## src/rtl/riscv_icache_pkg.sv

```systemverilog
// rtl/riscv_icache_pkg.sv - Shared types and default geometry for the instruction cache.
package riscv_icache_pkg;

  typedef enum logic {
    IC_IDLE   = 1'b0,
    IC_REFILL = 1'b1
  } icache_state_t;

  localparam int IC_LINES      = 16;
  localparam int IC_LINE_WORDS = 4;
  localparam int IC_IDX_W      = $clog2(IC_LINES);
  localparam int IC_WORD_W     = $clog2(IC_LINE_WORDS);

endpackage

```

## src/rtl/riscv_icache_data_array.sv

```systemverilog
// rtl/riscv_icache_data_array.sv - Line data storage with one refill write port and a combinational read port.
module icache_data_array
  import riscv_icache_pkg::*;
#(
  parameter int LINES      = IC_LINES,
  parameter int LINE_WORDS = IC_LINE_WORDS
) (
  input  logic                          clk_i,
  input  logic                          we_i,
  input  logic [$clog2(LINES)-1:0]      wline_i,
  input  logic [$clog2(LINE_WORDS)-1:0] wword_i,
  input  logic [31:0]                   wdata_i,
  input  logic [$clog2(LINES)-1:0]      rline_i,
  input  logic [$clog2(LINE_WORDS)-1:0] rword_i,
  output logic [31:0]                   rdata_o
);

  // Contents are meaningful only behind a set valid bit, so no reset.
  logic [31:0] r_mem [0:LINES*LINE_WORDS-1];

  always_ff @(posedge clk_i) begin
    if (we_i) begin
      r_mem[{wline_i, wword_i}] <= wdata_i;
    end
  end

  assign rdata_o = r_mem[{rline_i, rword_i}];

endmodule

```

## src/rtl/riscv_icache.sv

```systemverilog
// rtl/riscv_icache.sv - Direct-mapped read-only instruction cache with word-by-word line refill.
module riscv_icache
  import riscv_icache_pkg::*;
#(
  parameter int LINES      = IC_LINES,
  parameter int LINE_WORDS = IC_LINE_WORDS
) (
  input  logic        clk_i,
  input  logic        rst_i,
  input  logic [31:0] addr_i,
  input  logic        ren_i,
  output logic [31:0] data_o,
  output logic        stall_o,
  input  logic        flush_i,
  output logic        mem_req_o,
  output logic [31:0] mem_addr_o,
  input  logic        mem_ack_i,
  input  logic [31:0] mem_data_i,
  input  logic        rst_cnt_i,
  input  logic        cnt_en_i,
  output logic [31:0] hit_count_o,
  output logic [31:0] miss_count_o
);

  localparam int WORD_W = $clog2(LINE_WORDS);
  localparam int IDX_W  = $clog2(LINES);
  localparam int TAG_W  = 30 - WORD_W - IDX_W;
  localparam logic [WORD_W-1:0] W_LAST = WORD_W'(LINE_WORDS - 1);

  icache_state_t     r_state;
  logic [31:2]       r_req_addr;
  logic              r_req_v;
  logic [WORD_W-1:0] r_wcnt;
  logic [LINES-1:0]  r_valid;
  logic [TAG_W-1:0]  r_tag [LINES];
  logic              r_flush_pend;
  logic [31:0]       r_hit_cnt;
  logic [31:0]       r_miss_cnt;

  logic [IDX_W-1:0]  w_idx;
  logic [WORD_W-1:0] w_word;
  logic [TAG_W-1:0]  w_tag;
  logic              w_idle;
  logic              w_hit;
  logic              w_miss;
  logic              w_fill_we;
  logic              w_fill_last;
  logic [31:0]       w_rdata;
  logic              w_unused;

  assign w_unused    = &{1'b0, addr_i[1:0]};
  assign w_idx       = r_req_addr[2+WORD_W +: IDX_W];
  assign w_word      = r_req_addr[2 +: WORD_W];
  assign w_tag       = r_req_addr[31 -: TAG_W];
  assign w_idle      = (r_state == IC_IDLE);
  assign w_hit       = r_req_v & w_idle & r_valid[w_idx] & (r_tag[w_idx] == w_tag);
  assign w_miss      = r_req_v & w_idle & ~w_hit;
  assign w_fill_we   = ~w_idle & mem_ack_i;
  assign w_fill_last = w_fill_we & (r_wcnt == W_LAST);

  // Stall is combinational so fetch holds its PC in the very cycle the miss shows up.
  assign stall_o      = w_miss | ~w_idle;
  assign data_o       = w_hit ? w_rdata : 32'd0;
  assign mem_req_o    = ~w_idle;
  assign mem_addr_o   = w_idle ? 32'd0 : {w_tag, w_idx, r_wcnt, 2'b00};
  assign hit_count_o  = r_hit_cnt;
  assign miss_count_o = r_miss_cnt;

  always_ff @(posedge clk_i or posedge rst_i) begin
    if (rst_i) begin
      r_req_addr <= '0;
      r_req_v    <= 1'b0;
    end else if (!stall_o) begin
      r_req_addr <= addr_i[31:2];
      r_req_v    <= ren_i;
    end
  end

  always_ff @(posedge clk_i or posedge rst_i) begin
    if (rst_i) begin
      r_state      <= IC_IDLE;
      r_wcnt       <= '0;
      r_valid      <= '0;
      r_flush_pend <= 1'b0;
    end else if (r_state == IC_IDLE) begin
      if (flush_i) begin
        r_valid <= '0;
      end
      if (w_miss) begin
        r_state        <= IC_REFILL;
        r_wcnt         <= '0;
        r_valid[w_idx] <= 1'b0;
      end
    end else begin
      if (flush_i) begin
        r_flush_pend <= 1'b1;
      end
      if (mem_ack_i) begin
        r_wcnt <= r_wcnt + WORD_W'(1);
        if (r_wcnt == W_LAST) begin
          r_state      <= IC_IDLE;
          r_flush_pend <= 1'b0;
          // A fence.i seen during the refill also drops the line just fetched.
          if (r_flush_pend | flush_i) begin
            r_valid <= '0;
          end else begin
            r_valid[w_idx] <= 1'b1;
          end
        end
      end
    end
  end

  always_ff @(posedge clk_i) begin
    if (w_fill_last) begin
      r_tag[w_idx] <= w_tag;
    end
  end

  always_ff @(posedge clk_i or posedge rst_i) begin
    if (rst_i) begin
      r_hit_cnt  <= '0;
      r_miss_cnt <= '0;
    end else if (rst_cnt_i) begin
      r_hit_cnt  <= '0;
      r_miss_cnt <= '0;
    end else if (cnt_en_i & r_req_v & w_idle) begin
      if (w_hit) begin
        r_hit_cnt <= r_hit_cnt + 32'd1;
      end else begin
        r_miss_cnt <= r_miss_cnt + 32'd1;
      end
    end
  end

  icache_data_array #(
    .LINES      (LINES),
    .LINE_WORDS (LINE_WORDS)
  ) u_data (
    .clk_i   (clk_i),
    .we_i    (w_fill_we),
    .wline_i (w_idx),
    .wword_i (r_wcnt),
    .wdata_i (mem_data_i),
    .rline_i (w_idx),
    .rword_i (w_word),
    .rdata_o (w_rdata)
  );

endmodule

```

## config.mk

```make
export PLATFORM = sky130hd
export DESIGN_NAME = riscv_icache
export DESIGN_NICKNAME = d
export VERILOG_FILES = /design/src/rtl/riscv_icache_pkg.sv /design/src/rtl/riscv_icache_data_array.sv /design/src/rtl/riscv_icache.sv
export SDC_FILE = /design/constraint.sdc
export NUM_CORES = 2
export LEC_CHECK = 0
export CORE_UTILIZATION = 46
export CTS_BUF_LIST = sky130_fd_sc_hd__clkbuf_4
export CTS_CLUSTER_SIZE = 12
export DETAILED_ROUTE_END_ITERATION = 10
export PLACE_DENSITY = 0.62
export SLEW_MARGIN = 15
export SYNTH_ARGS = -nofsm -noshare
export SYNTH_HDL_FRONTEND = slang
export SYNTH_SLANG_ARGS = --single-unit
export TNS_END_PERCENT = 5
```

## constraint.sdc

```tcl
create_clock -name clk_i -period 4.75 [get_ports clk_i]
set_clock_uncertainty 0.15 [all_clocks]
set_input_delay 0.95 -clock clk_i [delete_from_list [all_inputs] [get_ports clk_i]]
set_output_delay 0.95 -clock clk_i [all_outputs]
set_load 0.01 [all_outputs]
```

==> results by group <==
Global route
  • Initial antenna violation count: 14
  • Vias in the first global route: 53,985
  • Largest net degree at the start of global routing: 79
  • GRT Util Overall: 0.2522
  • Gr ovfl total: 0
  • Global-route wire length before repair: 385,200 µm

STA
  • Minimum hold slack: approximately 0.12 ns
  • RSZ-0062 raised after global routing: true
  • Slew @ Worst Pin: roughly 1.2 ns
  • Headroom to the max-slew limit: 0.2094
  • Endpoints failing setup: 34
  • Period utilisation layout: 1.375
  • Fmax: 153.2 MHz
  • Period minus WS final: 6.529 ns
  • Setup ws final: -1.779 ns
  • Count of final max-slew check failures: 0
  • Final hold violation count: 0

Power and ir drop
  • Worst vdd ir: 0.3063 mV
  • Part of the power in registers: 0.553
  • Clock Power Share: 0.412
  • Combinational Power Share: 0.035
  • Net switching power: approximately 10 mW
  • Net Sw Frac: 0.2185
  • Int Pwr: 35.14 mW
  • Pwr dens: 382.3 mW/mm²
  • Pleak: 38.27 nW

CTS
  • Number of CTS-inserted buffers: 669
  • CTS Sinks: 2,547
  • Clock Path Buffers: 4
  • H-Tree Level Count: 6
  • CTS tree: done
  • CTS root buf: clkbuf_4
  • Worst-Skew Late Latency: 1.44 ns
  • CTS clock-pin slew for the worst setup and hold paths: approximately 0.08 ns

Placed design
  • Input/output buffers: about 200
  • Area post-placement: 0.1083 mm²
  • DP Wirelength: 153,000 µm
  • Routability congestion estimate: 0.8036

Finish
  • Fin area: 0.1176 mm²
  • P&R area growth vs syn: 18.61%
  • Most frequent cells in the layout: 2,432 x edfxtp_1, 974 x clkbuf_4, 697 x mux4_2, 333 x buf_4, 129 x clkdlybuf4s50_1
  • Most common cell after layout, fill and taps aside: edfxtp_1
  • Share of layout cells above drive strength 1: 0.4144
  • Total Nets Final: 5,664
  • Fill cells: between 15,000 and 20,000

Setup path
  • CP max stage delay: 0.54 ns
  • WP data required: about 3.7 ns
  • WP data arrival: 5.43 ns
  • CP startpoint kind: flip-flop
  • Slowest cell on crit path: or4_4
  • Critical Path End Type: primary output
  • Kind of critical path: reg2out
  • Worst-path cell chain: buf_12 > buf_6 > mux4_2 > mux4_2 > xnor2_2 > buf_4 > nand4_1 > or4_4 > or4_4 > buf_12 > buf_16 > buf_8 > a2111oi_4 > buf_2
  • Crit path max fanout: 5

Route
  • Vias: about 53,000
  • Initial DRC count: around 6,100
  • Total routed wirelength: 272,900 µm
  • Via density: 5.997
  • Pre-Repair DR Iteration Count: 5
  • Wire length per cell: 30.80 µm
  • DRC: 0
  • ANT nets after route: 0

Synth
  • Mapped Avg Cell Area: roughly 22 µm²
  • Netlist cell types: 63
  • Syn Inst Count: about 4,500
  • Part of the Yosys area used for sequential elements: 0.7656
  • Number of synthesized flops with an enable pin: between 2,000 and 2,500
  • Post-Synthesis Cell Area: 0.09915 mm²
  • YS warnings: 0
  • Top_reg_cell synth: edfxtp_1
  • Synth Register Bits: about 2,500
  • Post-synth ARST share: 0.04515

Die
  • Die area: 0.2174 mm²
  • Die H: 466.3 µm
  • I/O pins: 201
  • Placeable Area: 0.2144 mm²
  • Row count: 170
  • Initial core utilization: 0.4624
  • Die Wd: 466.3 µm

Min path
  • HP Class: in2reg

Run status
  • Status: finished with violations
  • Failing checks: negative setup slack

Run
  • Max-cap violations: 0
-- metal layers --
metal  vias to the layer above  part of all wire  track usage
met2                      2813              0.49       0.4018
met5                         -          0.000044            0
li1                      21612                 -            -
met4                         2             0.026      0.08236
met1                     28308              0.39       0.3422
met3                       398             0.094      0.06295
-- state kept, by name, indices dropped and copies added (netlist names) --
register      cells
r_wcnt            2
r_flush_pend      1
r_tag           384
r_valid          16
hit_count_o      32
r_req_addr       30
miss_count_o     32
u_data.r_mem   2048
r_req_v           1
mem_req_o         1
-- cell type report --
cell class,count,area (µm²),area share
Inverter,13,53.80,0.0004575
Multi-Input combinational cell,1675,23080,0.1962
Tap cell,2838,3551,0.03019
Clock buffer,974,7312,0.06218
Antenna cell,8,20.02,0.0001702
Clock inverter,121,763.2,0.006490
Timing Repair Buffer,684,6893,0.05861
Sequential cell,2547,75930,0.6457
-- worst paths after layout --
kind / from / to / slack, ns / depth (start not counted)
hold reg to reg: r_valid[15] / r_valid[15] / 0.41 / 2
max in group asynchronous: rst_i / miss_count_o[31] / 3.28 / 4
setup reg to reg: r_req_addr[5] / hit_count_o[29] / -0.03 / 13
hold / removal: mem_data_i[0] / u_data.r_mem[24][0] / 0.12 / 1
min in group asynchronous: rst_i / hit_count_o[0] / 0.41 / 3
setup / recovery: r_req_addr[5] / data_o[1] / -1.78 / 14
-- synth_stat cells, types with 3 or more instances --
cell	instances	area, µm²
nor2b_1	31	193.9
nand2_1	70	262.8
a31o_2	7	61.31
o221ai_1	16	140.1
a211oi_1	9	67.56
or2_2	8	50.05
clkbuf_1	159	596.8
a21oi_1	64	320.3
buf_2	44	220.2
mux2i_1	40	400.4
edfxtp_1	2432	73030
nor2_1	183	686.9
nand4_1	15	93.84
nor3_1	27	135.1
o21ai_0	50	250.2
dfrtp_1	115	2878
xnor2_1	21	183.9
a2111oi_0	5	43.79
a32oi_1	3	26.28
a22oi_1	9	67.56
o22ai_1	71	444.2
and2_1	35	219.0
nand2b_1	16	100.1
or3_1	14	87.58
mux4_2	697	15700
a2111oi_1	4	40.04
nand3_1	35	175.2
mux2_2	111	1250
and3_1	21	131.4
nor4_1	17	106.4
buf_1	45	168.9
a2111oi_2	4	60.06
xor2_1	3	26.28
o211ai_1	6	45.04
buf_4	6	45.04
o31ai_1	22	165.2
ha_1	3	37.54
buf_6	9	101.4
inv_1	12	45.04
or4_1	27	202.7
-- critical path: cells and delay by family, from the launching register on --
| family | cells | cell delay, ns |
|---|---|---|
| and+or+nand+nor | 3 | 1.13 |
| buffers and inverters | 7 | 1.12 |
| muxes | 2 | 0.90 |
| DFF | 1 | 0.51 |
| AOI/OAI and AO/OA | 1 | 0.19 |
| xor gates and xnor gates | 1 | 0.13 |
-- power groups by stage --
stage / Clock (mW) / Sequential (mW) / Combinational (mW)
floorplan: 0 / 25.3 / 0.585
global placement: 0 / 25.3 / 1.48
detailed placement: 0 / 25.4 / 1.50
CTS: 18.9 / 24.9 / 1.56
global route: 20.1 / 24.9 / 1.66
finish: 18.5 / 24.9 / 1.58
-- cells by family after synthesis --
group	share of synthesized area
flops	0.7656
mux	0.1751
simple gates	0.02535
compound gates	0.01896
buf+inv	0.01211
xor+xnor	0.002448
fa+ha+maj	0.0003786
other cells	0.00003782
-- stage by stage --
step | setup WS [ns] | std cells | TNS, ns | power [mW] | utilization
detailed placement | -0.9835 | 7691 | -49.20 | 26.86 | 0.5049
floorplan | -0.1867 | 4499 | -127.64 | 25.91 | -
global route | -1.960 | 8859 | -60.30 | 46.61 | 0.5485
global placement | -0.9456 | 7691 | -50.67 | 26.82 | 0.5049
finish | -1.779 | 8860 | -53.25 | 44.96 | 0.5485
CTS | -1.931 | 8843 | -59.15 | 45.37 | 0.5469
-- timing repair --
action,in CTS,in global routing
gates resized for setup,211,34
hold buffers,38,5
endpoints found under the hold margin,344,243
gates cloned,6,2
buffers inserted,13,2
endpoints found under the setup margin,113,74
pin swaps,15,9
(Power assumes the default switching activity.)
